**src/rtl/uop_pkg.sv**
```systemverilog
// Shared uop constants, bit positions and source encoding for the issue arbiter.
package uop_pkg;

  localparam int unsigned UOP_W = 20;
  localparam int unsigned T_W   = 16;

  localparam logic [UOP_W-1:0] UOP_NOP = 20'h00A00;

  localparam int unsigned UOP_CHAIN_BIT = 7;
  localparam int unsigned UOP_MEM_A_BIT = 13;
  localparam int unsigned UOP_MEM_B_BIT = 14;

  typedef enum logic {
    SRC_MAIN  = 1'b0,
    SRC_SCHED = 1'b1
  } src_e;

endpackage

```
**src/rtl/uop_issue_arbiter_if.sv**
```systemverilog
// Source push channels and execute-stage outputs of the uop issue arbiter.
interface uop_issue_arbiter_if
  import uop_pkg::*;
#(
  parameter int unsigned UOP_W = uop_pkg::UOP_W,
  parameter int unsigned T_W   = uop_pkg::T_W
);
  logic             s0_valid;
  logic             s0_ready;
  logic [UOP_W-1:0] s0_uop;
  logic [T_W-1:0]   s0_temp;
  logic             s1_valid;
  logic             s1_ready;
  logic [UOP_W-1:0] s1_uop;
  logic [T_W-1:0]   s1_temp;
  logic             mem_busy;
  logic [UOP_W-1:0] uop_next;
  logic [T_W-1:0]   temp_a;
  logic [T_W-1:0]   temp_b;
  logic             next_main;
  logic             next_sched;
  logic             stop;

  modport master (
    output s0_valid, s0_uop, s0_temp, s1_valid, s1_uop, s1_temp, mem_busy,
    input  s0_ready, s1_ready, uop_next, temp_a, temp_b, next_main, next_sched, stop
  );

  modport slave (
    input  s0_valid, s0_uop, s0_temp, s1_valid, s1_uop, s1_temp, mem_busy,
    output s0_ready, s1_ready, uop_next, temp_a, temp_b, next_main, next_sched, stop
  );

endinterface

```
**src/rtl/uop_fifo.sv**
```systemverilog
// Per-source uop FIFO; head entry is combinationally visible, push is refused when full.
module uop_fifo
  import uop_pkg::*;
#(
  parameter int unsigned DEPTH = 4,
  parameter int unsigned WIDTH = UOP_W + T_W
) (
  input  logic             clk,
  input  logic             a_rst,
  input  logic             push,
  input  logic [WIDTH-1:0] push_data,
  input  logic             pop,
  output logic [WIDTH-1:0] head,
  output logic             full,
  output logic             empty
);
  localparam int unsigned AW = $clog2(DEPTH);

  logic [WIDTH-1:0] mem [DEPTH];
  logic [AW-1:0]    wr_ptr_q, rd_ptr_q;
  logic [AW:0]      count_q;
  logic             do_push, do_pop;

  assign full    = (count_q == (AW+1)'(DEPTH));
  assign empty   = (count_q == '0);
  assign do_push = push & ~full;
  assign do_pop  = pop & ~empty;
  assign head    = mem[rd_ptr_q];

  always_ff @(posedge clk or negedge a_rst) begin
    if (!a_rst) begin
      wr_ptr_q <= '0;
      rd_ptr_q <= '0;
      count_q  <= '0;
    end else begin
      if (do_push) wr_ptr_q <= wr_ptr_q + 1'b1;
      if (do_pop)  rd_ptr_q <= rd_ptr_q + 1'b1;
      count_q <= count_q + (AW+1)'(do_push) - (AW+1)'(do_pop);
    end
  end

  always_ff @(posedge clk) begin
    if (do_push) mem[wr_ptr_q] <= push_data;
  end

endmodule

```
**src/rtl/uop_issue_arbiter.sv**
```systemverilog
// Round-robin issue of main/scheduler uops into the execute stage, with chain lock
// and re-presentation of the in-flight uop while the memory unit stalls.
module uop_issue_arbiter
  import uop_pkg::*;
#(
  parameter int unsigned DEPTH = 4,
  parameter int unsigned UOP_W = uop_pkg::UOP_W,
  parameter int unsigned T_W   = uop_pkg::T_W
) (
  input logic                clk,
  input logic                a_rst,
  uop_issue_arbiter_if.slave bus
);
  localparam int unsigned EW = UOP_W + T_W;

  logic [EW-1:0] head [2];
  logic [1:0]    full, empty, pop;

  src_e             rr_q, rr_d;
  logic             lock_valid_q, lock_valid_d;
  src_e             lock_src_q, lock_src_d;
  logic [UOP_W-1:0] sh_uop_q;
  logic [T_W-1:0]   sh_temp_q;
  src_e             sh_src_q;
  logic             sh_valid_q;

  logic             stop, grant;
  src_e             gnt_src;
  logic [UOP_W-1:0] iss_uop;
  logic [T_W-1:0]   iss_temp;

  assign bus.s0_ready = ~full[0];
  assign bus.s1_ready = ~full[1];

  uop_fifo #(.DEPTH(DEPTH), .WIDTH(EW)) u_fifo_main (
    .clk       (clk),
    .a_rst     (a_rst),
    .push      (bus.s0_valid),
    .push_data ({bus.s0_uop, bus.s0_temp}),
    .pop       (pop[0]),
    .head      (head[0]),
    .full      (full[0]),
    .empty     (empty[0])
  );

  uop_fifo #(.DEPTH(DEPTH), .WIDTH(EW)) u_fifo_sched (
    .clk       (clk),
    .a_rst     (a_rst),
    .push      (bus.s1_valid),
    .push_data ({bus.s1_uop, bus.s1_temp}),
    .pop       (pop[1]),
    .head      (head[1]),
    .full      (full[1]),
    .empty     (empty[1])
  );

  always_comb begin
    grant        = 1'b0;
    gnt_src      = SRC_MAIN;
    rr_d         = rr_q;
    lock_valid_d = lock_valid_q;
    lock_src_d   = lock_src_q;
    pop          = '0;
    iss_uop      = UOP_W'(UOP_NOP);
    iss_temp     = '0;
    stop = sh_valid_q & (sh_uop_q[UOP_MEM_A_BIT] | sh_uop_q[UOP_MEM_B_BIT]) & bus.mem_busy;

    if (!stop) begin
      // A locked chain owns the issue slot even when its FIFO has run dry.
      if (lock_valid_q) begin
        grant   = ~empty[lock_src_q];
        gnt_src = lock_src_q;
      end else if (!empty[0] && !empty[1]) begin
        grant   = 1'b1;
        gnt_src = rr_q;
        rr_d    = (rr_q == SRC_MAIN) ? SRC_SCHED : SRC_MAIN;
      end else if (!empty[0]) begin
        grant   = 1'b1;
        gnt_src = SRC_MAIN;
      end else if (!empty[1]) begin
        grant   = 1'b1;
        gnt_src = SRC_SCHED;
      end

      if (grant) begin
        pop[gnt_src]        = 1'b1;
        {iss_uop, iss_temp} = head[gnt_src];
        if (iss_uop[UOP_CHAIN_BIT]) begin
          lock_valid_d = 1'b1;
          lock_src_d   = gnt_src;
        end else begin
          lock_valid_d = 1'b0;
        end
      end
    end

    if (stop) begin
      bus.uop_next   = sh_uop_q;
      bus.temp_a     = sh_temp_q;
      bus.temp_b     = sh_temp_q;
      bus.next_main  = (sh_src_q == SRC_MAIN);
      bus.next_sched = (sh_src_q == SRC_SCHED);
    end else begin
      bus.uop_next   = iss_uop;
      bus.temp_a     = iss_temp;
      bus.temp_b     = iss_temp;
      bus.next_main  = grant & (gnt_src == SRC_MAIN);
      bus.next_sched = grant & (gnt_src == SRC_SCHED);
    end
    bus.stop = stop;
  end

  always_ff @(posedge clk or negedge a_rst) begin
    if (!a_rst) begin
      rr_q         <= SRC_MAIN;
      lock_valid_q <= 1'b0;
      lock_src_q   <= SRC_MAIN;
      sh_uop_q     <= UOP_W'(UOP_NOP);
      sh_temp_q    <= '0;
      sh_src_q     <= SRC_MAIN;
      sh_valid_q   <= 1'b0;
    end else if (!stop) begin
      rr_q         <= rr_d;
      lock_valid_q <= lock_valid_d;
      lock_src_q   <= lock_src_d;
      sh_uop_q     <= iss_uop;
      sh_temp_q    <= iss_temp;
      sh_src_q     <= grant ? gnt_src : SRC_MAIN;
      sh_valid_q   <= grant;
    end
  end

endmodule
```
**src/flat_wrapper.sv**
```systemverilog
// flat-port wrapper written by rule: the top's interface ports become plain ports
module uop_issue_arbiter_flat import uop_pkg::*;
#(
  parameter int unsigned DEPTH = 4,
  parameter int unsigned UOP_W = uop_pkg::UOP_W,
  parameter int unsigned T_W   = uop_pkg::T_W
)
  (clk, a_rst, bus_s0_valid, bus_s0_uop, bus_s0_temp, bus_s1_valid, bus_s1_uop, bus_s1_temp, bus_mem_busy, bus_s0_ready, bus_s1_ready, bus_uop_next, bus_temp_a, bus_temp_b, bus_next_main, bus_next_sched, bus_stop);
  uop_issue_arbiter_if #(.UOP_W(UOP_W), .T_W(T_W)) bus_i ();
  input logic clk;
  input logic a_rst;
  input wire logic [$bits(bus_i.s0_valid)-1:0] bus_s0_valid;
  input wire logic [$bits(bus_i.s0_uop)-1:0] bus_s0_uop;
  input wire logic [$bits(bus_i.s0_temp)-1:0] bus_s0_temp;
  input wire logic [$bits(bus_i.s1_valid)-1:0] bus_s1_valid;
  input wire logic [$bits(bus_i.s1_uop)-1:0] bus_s1_uop;
  input wire logic [$bits(bus_i.s1_temp)-1:0] bus_s1_temp;
  input wire logic [$bits(bus_i.mem_busy)-1:0] bus_mem_busy;
  output wire logic [$bits(bus_i.s0_ready)-1:0] bus_s0_ready;
  output wire logic [$bits(bus_i.s1_ready)-1:0] bus_s1_ready;
  output wire logic [$bits(bus_i.uop_next)-1:0] bus_uop_next;
  output wire logic [$bits(bus_i.temp_a)-1:0] bus_temp_a;
  output wire logic [$bits(bus_i.temp_b)-1:0] bus_temp_b;
  output wire logic [$bits(bus_i.next_main)-1:0] bus_next_main;
  output wire logic [$bits(bus_i.next_sched)-1:0] bus_next_sched;
  output wire logic [$bits(bus_i.stop)-1:0] bus_stop;
  assign bus_i.s0_valid = bus_s0_valid;
  assign bus_i.s0_uop = bus_s0_uop;
  assign bus_i.s0_temp = bus_s0_temp;
  assign bus_i.s1_valid = bus_s1_valid;
  assign bus_i.s1_uop = bus_s1_uop;
  assign bus_i.s1_temp = bus_s1_temp;
  assign bus_i.mem_busy = bus_mem_busy;
  assign bus_s0_ready = bus_i.s0_ready;
  assign bus_s1_ready = bus_i.s1_ready;
  assign bus_uop_next = bus_i.uop_next;
  assign bus_temp_a = bus_i.temp_a;
  assign bus_temp_b = bus_i.temp_b;
  assign bus_next_main = bus_i.next_main;
  assign bus_next_sched = bus_i.next_sched;
  assign bus_stop = bus_i.stop;
  uop_issue_arbiter #(.DEPTH(DEPTH), .UOP_W(UOP_W), .T_W(T_W)) u_core (.clk(clk), .a_rst(a_rst), .bus(bus_i));
endmodule
```
**config.mk**
```make
export PLATFORM = sky130hd
export DESIGN_NAME = uop_issue_arbiter_flat
export DESIGN_NICKNAME = d
export VERILOG_FILES = /design/src/rtl/uop_pkg.sv /design/src/rtl/uop_issue_arbiter_if.sv /design/src/rtl/uop_fifo.sv /design/src/rtl/uop_issue_arbiter.sv /design/src/flat_wrapper.sv
export SDC_FILE = /design/constraint.sdc
export NUM_CORES = 1
export LEC_CHECK = 0
export CAP_MARGIN = 0
export CORE_UTILIZATION = 40
export CTS_CLUSTER_DIAMETER = 100
export DETAILED_ROUTE_END_ITERATION = 12
export GPL_ROUTABILITY_DRIVEN = 0
export PLACE_DENSITY = 0.57
export SLEW_MARGIN = 40
export SYNTH_ARGS = -nofsm -noshare
export SYNTH_HDL_FRONTEND = slang
export SYNTH_SLANG_ARGS = --single-unit
```
**constraint.sdc**
```tcl
create_clock -name clk -period 4.2 [get_ports clk]
set_input_delay 0.63 -clock clk [delete_from_list [all_inputs] [get_ports clk]]
set_output_delay 0.63 -clock clk [all_outputs]
set_load 0.02 [all_outputs]
```
==> flow_summary.json, run 1 <==
{
  "report.final.slew_viol_count": 0,
  "h-tree-depth": 2,
  "drtAntennaViolNets": 0,
  "pwr-share-comb_pct": 39.1,
  "dieArea_um2": 33330,
  "p_int_mw": 8.739,
  "fillers": 2565,
  "setup_viol": 0,
  "drive_gt1_share_pct": 19.04,
  "seqPwrFrac_pct": 38.6,
  "fmax_ghz": 0.2697,
  "power.total_mw": 13.25,
  "end_kind": "output port",
  "synthCells": 641,
  "remaining_drc_errors": 0,
  "core_um2": 31800,
  "switchingPower_mw": 4.507,
  "hpwlAfterDp_um": 15940,
  "grt_usage_pct": 16.99,
  "grt_antenna_before_repair": 0,
  "arrival_ns": 3.08,
  "fp-row-count": 65,
  "fin_ws_ns": 0.4924,
  "cts_buffer_depth": 3,
  "critPathKind": "reg2out",
  "die_y_um": 182.6,
  "max_slew_margin_pct": 51.32,
  "ctsHoldBuffers": 0,
  "worstPathMaxFanout": 21,
  "port_buffers": 133,
  "tightest_slew_ns": 0.7302,
  "syn_avg_cell_area_um2": 20.34,
  "synth_edf_count": 288,
  "fin_crit_ns": 3.708,
  "fin_nets": 871,
  "leakage_nw": 5.468,
  "switching_share_pct": 34.02,
  "multi_input_area_um2": 2749,
  "pwr-share-clk_pct": 22.4,
  "start_util_pct": 41.01,
  "hold_class": "in2async",
  "viasPerCell": 5.057,
  "regArea_um2": 10040,
  "irDropWorstVdd_uv": 549.3,
  "status": "finished clean",
  "drt_iter0_markers": 419,
  "drt_wl_total_um": 27400,
  "insertion_delay_ns": 0.51,
  "grt_max_degree": 56,
  "synthesis.area_um2": 13040,
  "post-place-ws_ns": 0.5031,
  "synth-seq-area-share_pct": 76.90,
  "cts_buffers": 37,
  "die_w_um": 182.6,
  "syn-num-nets": 732,
  "synthDistinctLibCells": 37,
  "grt_pass1_vias": 6892,
  "start_kind": "register",
  "ys_ff_latch": 343,
  "ys_async_sr_fraction_pct": 16.03,
  "cts_root_buffer": "clkbuf_16",
  "ys_warn_count": 0,
  "clk_transition_reported_paths_ns": 0.06,
  "grt_pass1_wl_um": 41590,
  "drv_cap": 0,
  "period_share_pct": 88.28,
  "finalHoldViolations": 0,
  "dpl_cell_area_um2": 14810,
  "clock_sinks": 343,
  "post_cts_buffers": 0,
  "post_cts_resize_count": 0,
  "drt_first_pass_iters": 5,
  "rsz0062_at_grt": "false",
  "cts_tree": "done",
  "p_per_area_nw_per_um2": 830.7,
  "routedWlPerCell_um": 22.02,
  "stdcell_area_um2": 15950,
  "diodes": 0,
  "vias": 6291,
  "setup-tns-final_ns": 0,
  "fin_worst_skew_ns": 0.02029,
  "area_growth_pct": 22.28,
  "ys.flop_type": "edfxtp_1",
  "dp_cells": 1175,
  "worstPathRequired_ns": 3.57,
  "hold-worst-slack_ns": 0.1204,
  "instances_no_fill": 1244,
  "gr-total-overflow": 0,
  "io_pins": 134,
  "utilization_pct": 50.14
}
==> layout by cell type (no fill, tap or decap), types with 3 or more instances in the layout <==
master / count
clkdlybuf4s50_1: 132
clkinv_1: 10
a22oi_1: 33
clkbuf_1: 8
clkbuf_16: 39
buf_4: 6
edfxtp_1: 288
dfrtp_1: 49
xnor2_1: 7
nand2_1: 71
dfrtp_4: 3
mux2_2: 3
xor2_1: 4
nor2_1: 3
and3_4: 8
buf_12: 3
mux4_2: 72
inv_1: 14
ha_1: 12
and2_1: 3
clkinv_2: 6
==> synthesized netlist by cell type, types with 2 or more instances <==
cell type  instances  area [um^2]
a21oi_1            2        10.01
mux4_2            72         1622
dfrtp_1           53         1326
and3_1             8        50.05
nand2_1           71        266.5
edfxtp_1         288         8648
clkbuf_1          12        45.04
xor2_1             4        35.03
and2_1             3        18.77
fa_1               2        40.04
dfstp_2            2        52.55
a22oi_1           33        247.7
inv_2              2        7.510
buf_2             12        60.06
o22ai_1            2        12.51
buf_4             17        127.6
ha_1              12        150.1
o21ai_0            2        10.01
mux2_2             3        33.78
nor2_1             3        11.26
inv_1             14        52.55
xnor2_1            7        61.31
nand3_1            2        10.01
a21o_1             2        15.01
==> path summary, 6_finish.rpt <==
kind | from | to | slack (ns) | cells after the start
max | u_core.u_fifo_sched.count_q[2] | bus_temp_a[1] | 0.49 | 7
min | a_rst | u_core.sh_uop_q[10] | 0.12 | 1
max reg2reg | u_core.u_fifo_sched.count_q[2] | u_core.u_fifo_main.count_q[2] | 1.30 | 10
min reg2reg | u_core.sh_uop_q[19] | u_core.sh_uop_q[19] | 0.46 | 2
max in group asynchronous | a_rst | u_core.u_fifo_main.rd_ptr_q[1] | 3.62 | 1
min in group clk | u_core.sh_uop_q[19] | u_core.sh_uop_q[19] | 0.46 | 2
==> power by group through the flow <==
stage	logic, mW	clock network, mW	registers [mW]
after floorplan	3.50	0	4.87
after global placement	4.96	0	5.30
after detailed placement	5.17	0	5.27
after CTS	5.19	3.04	5.20
after global routing	5.56	3.17	5.22
final	5.17	2.96	5.11
==> worst max-delay path, stage by stage (launching register included) <==
cell,delay (ns)
dfrtp_1,0.41
nor3_2,0.46
o2111ai_1,0.34
inv_2,0.14
buf_4,0.32
a22oi_1,0.13
nand2_1,0.13
clkdlybuf4s50_1,0.62
==> flip-flops by register name (all words and copies together) (netlist names), 3 cells and up <==
| name | flops |
|---|---|
| u_core.u_fifo_main.count_q | 3 |
| u_core.sh_temp_q | 16 |
| u_core.sh_uop_q | 20 |
| u_core.u_fifo_sched.mem | 144 |
| u_core.u_fifo_main.mem | 144 |
| u_core.u_fifo_sched.count_q | 3 |
==> cell families after synthesis <==
kind of cell             share of synthesized area, %
adder cells (fa/ha/maj)                         1.458
flip-flops                                      76.89
XOR/XNOR                                       0.7388
AO/OA/AOI/OAI                                   2.744
multiplexers                                    12.69
buffers and inverters                           2.332
AND/OR/NAND/NOR                                 3.138
==> layout make-up <==
class	instances	share of cell area, %
inverters	16	0.3766
well taps	435	3.413
clock buffers	47	6.309
flip-flops and latches	343	62.96
repair buffers	142	9.016
clock inverters	21	0.6827
multi-input cells	240	17.24
==> metal layers <==
layer | up-vias | routed length (um) | part of all wire [%] | GRT usage [%]
li1 | 2820 | - | - | -
met1 | 3300 | 11600 | 42 | 21.81
met2 | 147 | 14210 | 52 | 29.83
met3 | 24 | 1203 | 4.4 | 2.914
met4 | 0 | 387 | 1.4 | 4.504
met5 | - | 0 | 0 | 0
(Power assumes the default switching activity.)
==> inputs of run 2 (changes only) <==
- REMOVE_ABC_BUFFERS: unset -> 1
==> run 2 against run 1 <==
Total power down 0.32%. Fmax is 2.7% lower. Sequential cell count is the same. Global-route usage down 0.43 points. Non-clock buffer count up 1.
==> flow_summary.json, run 2 (synthesis gave the netlist of run 1 again) <==
{
  "gr-total-overflow": 0,
  "grt_antenna_before_repair": 1,
  "drt_iter0_markers": 337,
  "worstPathMaxFanout": 34,
  "grt_pass1_vias": 6864,
  "critPathKind": "reg2out",
  "tightest_slew_ns": 0.7576,
  "clk_transition_reported_paths_ns": 0.06,
  "post_cts_resize_count": 0,
  "fp-row-count": 65,
  "insertion_delay_ns": 0.51,
  "end_kind": "output port",
  "drt_first_pass_iters": 5,
  "dp_cells": 1177,
  "hpwlAfterDp_um": 15800,
  "fin_nets": 872,
  "fmax_ghz": 0.2624,
  "hold_class": "in2async",
  "leakage_nw": 5.467,
  "cp_slowest_cell": "dfrtp_4",
  "arrival_ns": 3.18,
  "grt_pass1_wl_um": 40930,
  "clock_sinks": 343,
  "viasPerCell": 5.089,
  "rsz0062_at_grt": "false",
  "core_um2": 31800,
  "drt_wl_total_um": 26790,
  "fin_worst_skew_ns": 0.02259,
  "cp_top_family": "flip-flops",
  "io_pins": 134,
  "irDropWorstVdd_uv": 521.0,
  "instances_no_fill": 1246,
  "fin_crit_ns": 3.811,
  "crit_chain": "buf_4 > mux4_2 > a22oi_1 > nand2_1 > clkdlybuf4s50_1",
  "report.final.slew_viol_count": 0,
  "start_util_pct": 41.01,
  "cts_tree": "done",
  "area_growth_pct": 22.24,
  "die_y_um": 182.6,
  "drive_gt1_share_pct": 19.04,
  "cts_root_buffer": "clkbuf_16",
  "drv_cap": 0,
  "h-tree-depth": 2,
  "cts_buffer_depth": 3,
  "start_kind": "register",
  "cts_buffers": 37,
  "period_share_pct": 90.74,
  "ctsHoldBuffers": 0,
  "setup-tns-final_ns": 0,
  "vias": 6341,
  "final_cell_mix": "edfxtp_1 (288), clkdlybuf4s50_1 (131), mux4_2 (72), nand2_1 (71), dfrtp_1 (49)",
  "worstPathRequired_ns": 3.57,
  "reg_top3": "u_core.u_fifo_main.mem: 144 flops, u_core.u_fifo_sched.mem: 144 flops, u_core.sh_uop_q: 20 flops",
  "routedWlPerCell_um": 21.50,
  "drtAntennaViolNets": 0,
  "grt_max_degree": 56,
  "final_common_cell": "edfxtp_1",
  "cpPeakStageDelay_ns": 0.93,
  "p_per_area_nw_per_um2": 828.3,
  "die_w_um": 182.6,
  "remaining_drc_errors": 0,
  "fin_ws_ns": 0.3889,
  "setup_viol": 0,
  "post_cts_buffers": 0,
  "status": "finished clean",
  "post-place-ws_ns": 0.4930,
  "finalHoldViolations": 0,
  "crit_buf_inv": 2,
  "port_buffers": 133,
  "dieArea_um2": 33330,
  "power.total_mw": 13.20,
  "max_slew_margin_pct": 49.50,
  "grt_usage_pct": 16.57
}
## run 2: changes by cell type in the layout (fill, tap and decap cells not counted)
cell	delta
clkbuf_16	-2
diode_2	+2
inv_6	+1
dfrtp_4	-1
clkinvlp_4	-1
clkinv_2	-4
clkinv_1	-6
clkbuf_8	+6
clkbuf_1	+7
buf_12	-1
clkinv_4	-2
clkdlybuf4s50_1	-1
dfrtp_2	+1
buf_4	+3
## run 2: final cells by class
| class | count | area [um^2] |
|---|---|---|
| fillers | 2598 | 15860 |
| flip-flops and latches | 343 | 10040 |
| multi-input cells | 240 | 2749 |
| repair buffers | 143 | 1430 |
| clock buffers | 58 | 1065 |
| well taps | 435 | 544.3 |
| inverters | 16 | 60.06 |
| clock inverters | 9 | 50.05 |
| diodes | 2 | 5.005 |
## run 2: path summary, 6_finish.rpt
check / from / end / slack, ns / depth (start not counted)
setup / recovery: u_core.u_fifo_sched.rd_ptr_q[0] / bus_temp_b[4] / 0.39 / 5
hold / removal: a_rst / u_core.sh_uop_q[17] / 0.11 / 1
setup reg to reg: u_core.u_fifo_sched.count_q[2] / u_core.u_fifo_main.count_q[2] / 1.29 / 10
hold reg to reg: u_core.sh_uop_q[4] / u_core.sh_uop_q[4] / 0.46 / 2
max in group asynchronous: a_rst / u_core.u_fifo_main.rd_ptr_q[0] / 3.63 / 1
min in group clk: u_core.sh_uop_q[4] / u_core.sh_uop_q[4] / 0.46 / 2
## run 2: power by group
part           leakage [nW]  total, mW  internal (mW)  switching [mW]
combinational          1.64       5.08           2.39            2.69
clock                 0.540       2.98           1.74            1.24
sequential             3.29       5.15           4.63           0.511
## run 2: metrics by stage
stage,util (%),hold WS [ns],cell area (um^2)
floorplan,-,0.3344,12800
global placement,46.50,0.4462,14790
detailed placement,46.59,0.4553,14820
CTS,50.10,0.2519,15930
global route,50.11,0.1562,15940
finish,50.13,0.1124,15940
## run 2: layer usage
metal / share of wire (%) / GRT usage, %
met1: 44 / 22.67
met2: 49 / 27.34
met3: 5.9 / 3.173
met4: 1.8 / 4.168
met5: 0.041 / 0
==> inputs of run 3 (changes only) <==
- CORE_ASPECT_RATIO: unset -> 1.25
==> run 3 against run 2 <==
Sequential share of layout area about the same. First-iteration DRC count increased by 5.6%. Total power is 1.6% higher.
==> flow_summary.json, run 3 (synthesis gave the netlist of run 1 again) <==
{
  "instances_no_fill": 1221,
  "grt_usage_pct": 17.71,
  "start_util_pct": 40.79,
  "end_kind": "output port",
  "insertion_delay_ns": 0.53,
  "hpwlAfterDp_um": 16390,
  "setup_viol": 0,
  "status": "finished clean",
  "worstPathRequired_ns": 3.57,
  "cts_buffer_depth": 3,
  "clk_transition_reported_paths_ns": 0.06,
  "rsz0062_at_grt": "false",
  "h-tree-depth": 2,
  "fmax_ghz": 0.2636,
  "tightest_slew_ns": 0.7184,
  "drv_cap": 0,
  "cts_tree": "done",
  "worstReg2RegStart": "u_core.sh_uop_q[13]",
  "remaining_drc_errors": 0,
  "cts_root_buffer": "clkbuf_16",
  "clock_sinks": 343,
  "cpPeakStageDelay_ns": 0.91,
  "diodes": 0,
  "grt_pass1_wl_um": 42840,
  "max_slew_margin_pct": 52.11,
  "dieArea_um2": 33330,
  "grt_antenna_before_repair": 1,
  "irDropWorstVdd_uv": 534.9,
  "report.final.slew_viol_count": 0,
  "setup-tns-final_ns": 0,
  "worstPathMaxFanout": 31,
  "drive_gt1_share_pct": 20.02,
  "dpl_cell_area_um2": 14800,
  "ctsHoldBuffers": 0,
  "die_y_um": 203.9,
  "leakage_nw": 5.496,
  "port_buffers": 133,
  "regArea_um2": 10040,
  "post_cts_buffers": 0,
  "reg_top3": "u_core.u_fifo_main.mem: 144 flops, u_core.u_fifo_sched.mem: 144 flops, u_core.sh_uop_q: 20 flops",
  "arrival_ns": 3.16,
  "viasPerCell": 5.198,
  "drt_iter0_markers": 356,
  "area_growth_pct": 22.29,
  "crit_chain": "buf_4 > mux4_2 > a22oi_1 > nand2_1 > clkdlybuf4s50_1",
  "p_per_area_nw_per_um2": 840.9,
  "drtAntennaViolNets": 0,
  "cp_top_family": "flip-flops",
  "post_cts_resize_count": 0,
  "fin_nets": 873,
  "cp_slowest_cell": "dfrtp_4",
  "grt_pass1_vias": 7071,
  "cp-startpoint": "u_core.u_fifo_sched.rd_ptr_q[0]",
  "drt_first_pass_iters": 5,
  "final_common_cell": "edfxtp_1",
  "critPathKind": "reg2out",
  "dp_cells": 1157,
  "period_share_pct": 90.32,
  "gr-total-overflow": 0,
  "fillers": 2605,
  "hold_class": "in2async",
  "power.total_mw": 13.41,
  "core_um2": 31970,
  "fin_worst_skew_ns": 0.02650,
  "drt_wl_total_um": 28060,
  "stdcell_area_um2": 15950,
  "final_cell_mix": "edfxtp_1 (288), clkdlybuf4s50_1 (131), mux4_2 (72), nand2_1 (71), dfrtp_1 (49)",
  "cts_buffers": 35,
  "finalHoldViolations": 0,
  "multi_input_area_um2": 2749,
  "crit_buf_inv": 2,
  "io_pins": 134,
  "die_w_um": 163.5,
  "routedWlPerCell_um": 22.98,
  "start_kind": "register",
  "vias": 6347,
  "fp-row-count": 73,
  "grt_max_degree": 56,
  "fin_crit_ns": 3.793
}
[run 3: area by class of cell]
type,count,area share [%]
sequential,343,62.94
multi-input combinational,240,17.24
timing repair buffer,146,9.031
clock buffer,43,5.806
tap,412,3.233
clock inverter,21,1.373
inverter,16,0.3766
[run 3: path summary, 6_finish.rpt]
check	endpoint	slack [ns]	cells after the start
setup / recovery	bus_temp_b[5]	0.41	5
hold / removal	u_core.sh_temp_q[2]	0.09	1
setup reg to reg	u_core.u_fifo_main.count_q[2]	1.32	10
hold reg to reg	u_core.sh_uop_q[0]	0.47	2
max in group asynchronous	u_core.u_fifo_main.rd_ptr_q[0]	3.61	1
min in group clk	u_core.sh_uop_q[0]	0.47	2
[run 3: layer usage]
| metal | part of all wire, % | routed length [um] | GRT usage [%] | vias to the layer above |
|---|---|---|---|---|
| met3 | 4.4 | 1242 | 2.942 | 33 |
| li1 | - | - | - | 2818 |
| met5 | 0.061 | 17 | 0 | - |
| met4 | 1.6 | 457 | 5.093 | 2 |
| met2 | 53 | 14820 | 30.75 | 159 |
| met1 | 41 | 11520 | 22.82 | 3335 |
[run 3: worst register-to-register path, stage by stage, from the launching register on]
cell and delay, ns:
dfrtp_1 0.38, o211ai_1 0.49, o2111ai_1 0.39, inv_2 0.19, buf_12 0.21, ha_1 0.16, inv_1 0.04, ha_1 0.19
fa_1 0.41, xor2_1 0.18, xnor2_1 0.13
[run 3: metrics by stage]
stage	setup slack [ns]	utilization, %	hold WS [ns]
after global routing	0.2313	49.88	0.1290
after detailed placement	0.4749	46.29	0.4518
final	0.4065	49.88	0.09058
after floorplan	0.6975	-	0.3344
after CTS	0.3326	49.87	0.2330
after global placement	0.5401	46.20	0.4532
[run 3: power by group]
part | leakage, nW | internal [mW] | switching [mW]
Combinational | 1.65 | 2.40 | 2.75
Clock | 0.559 | 1.83 | 1.27
Sequential | 3.29 | 4.63 | 0.526
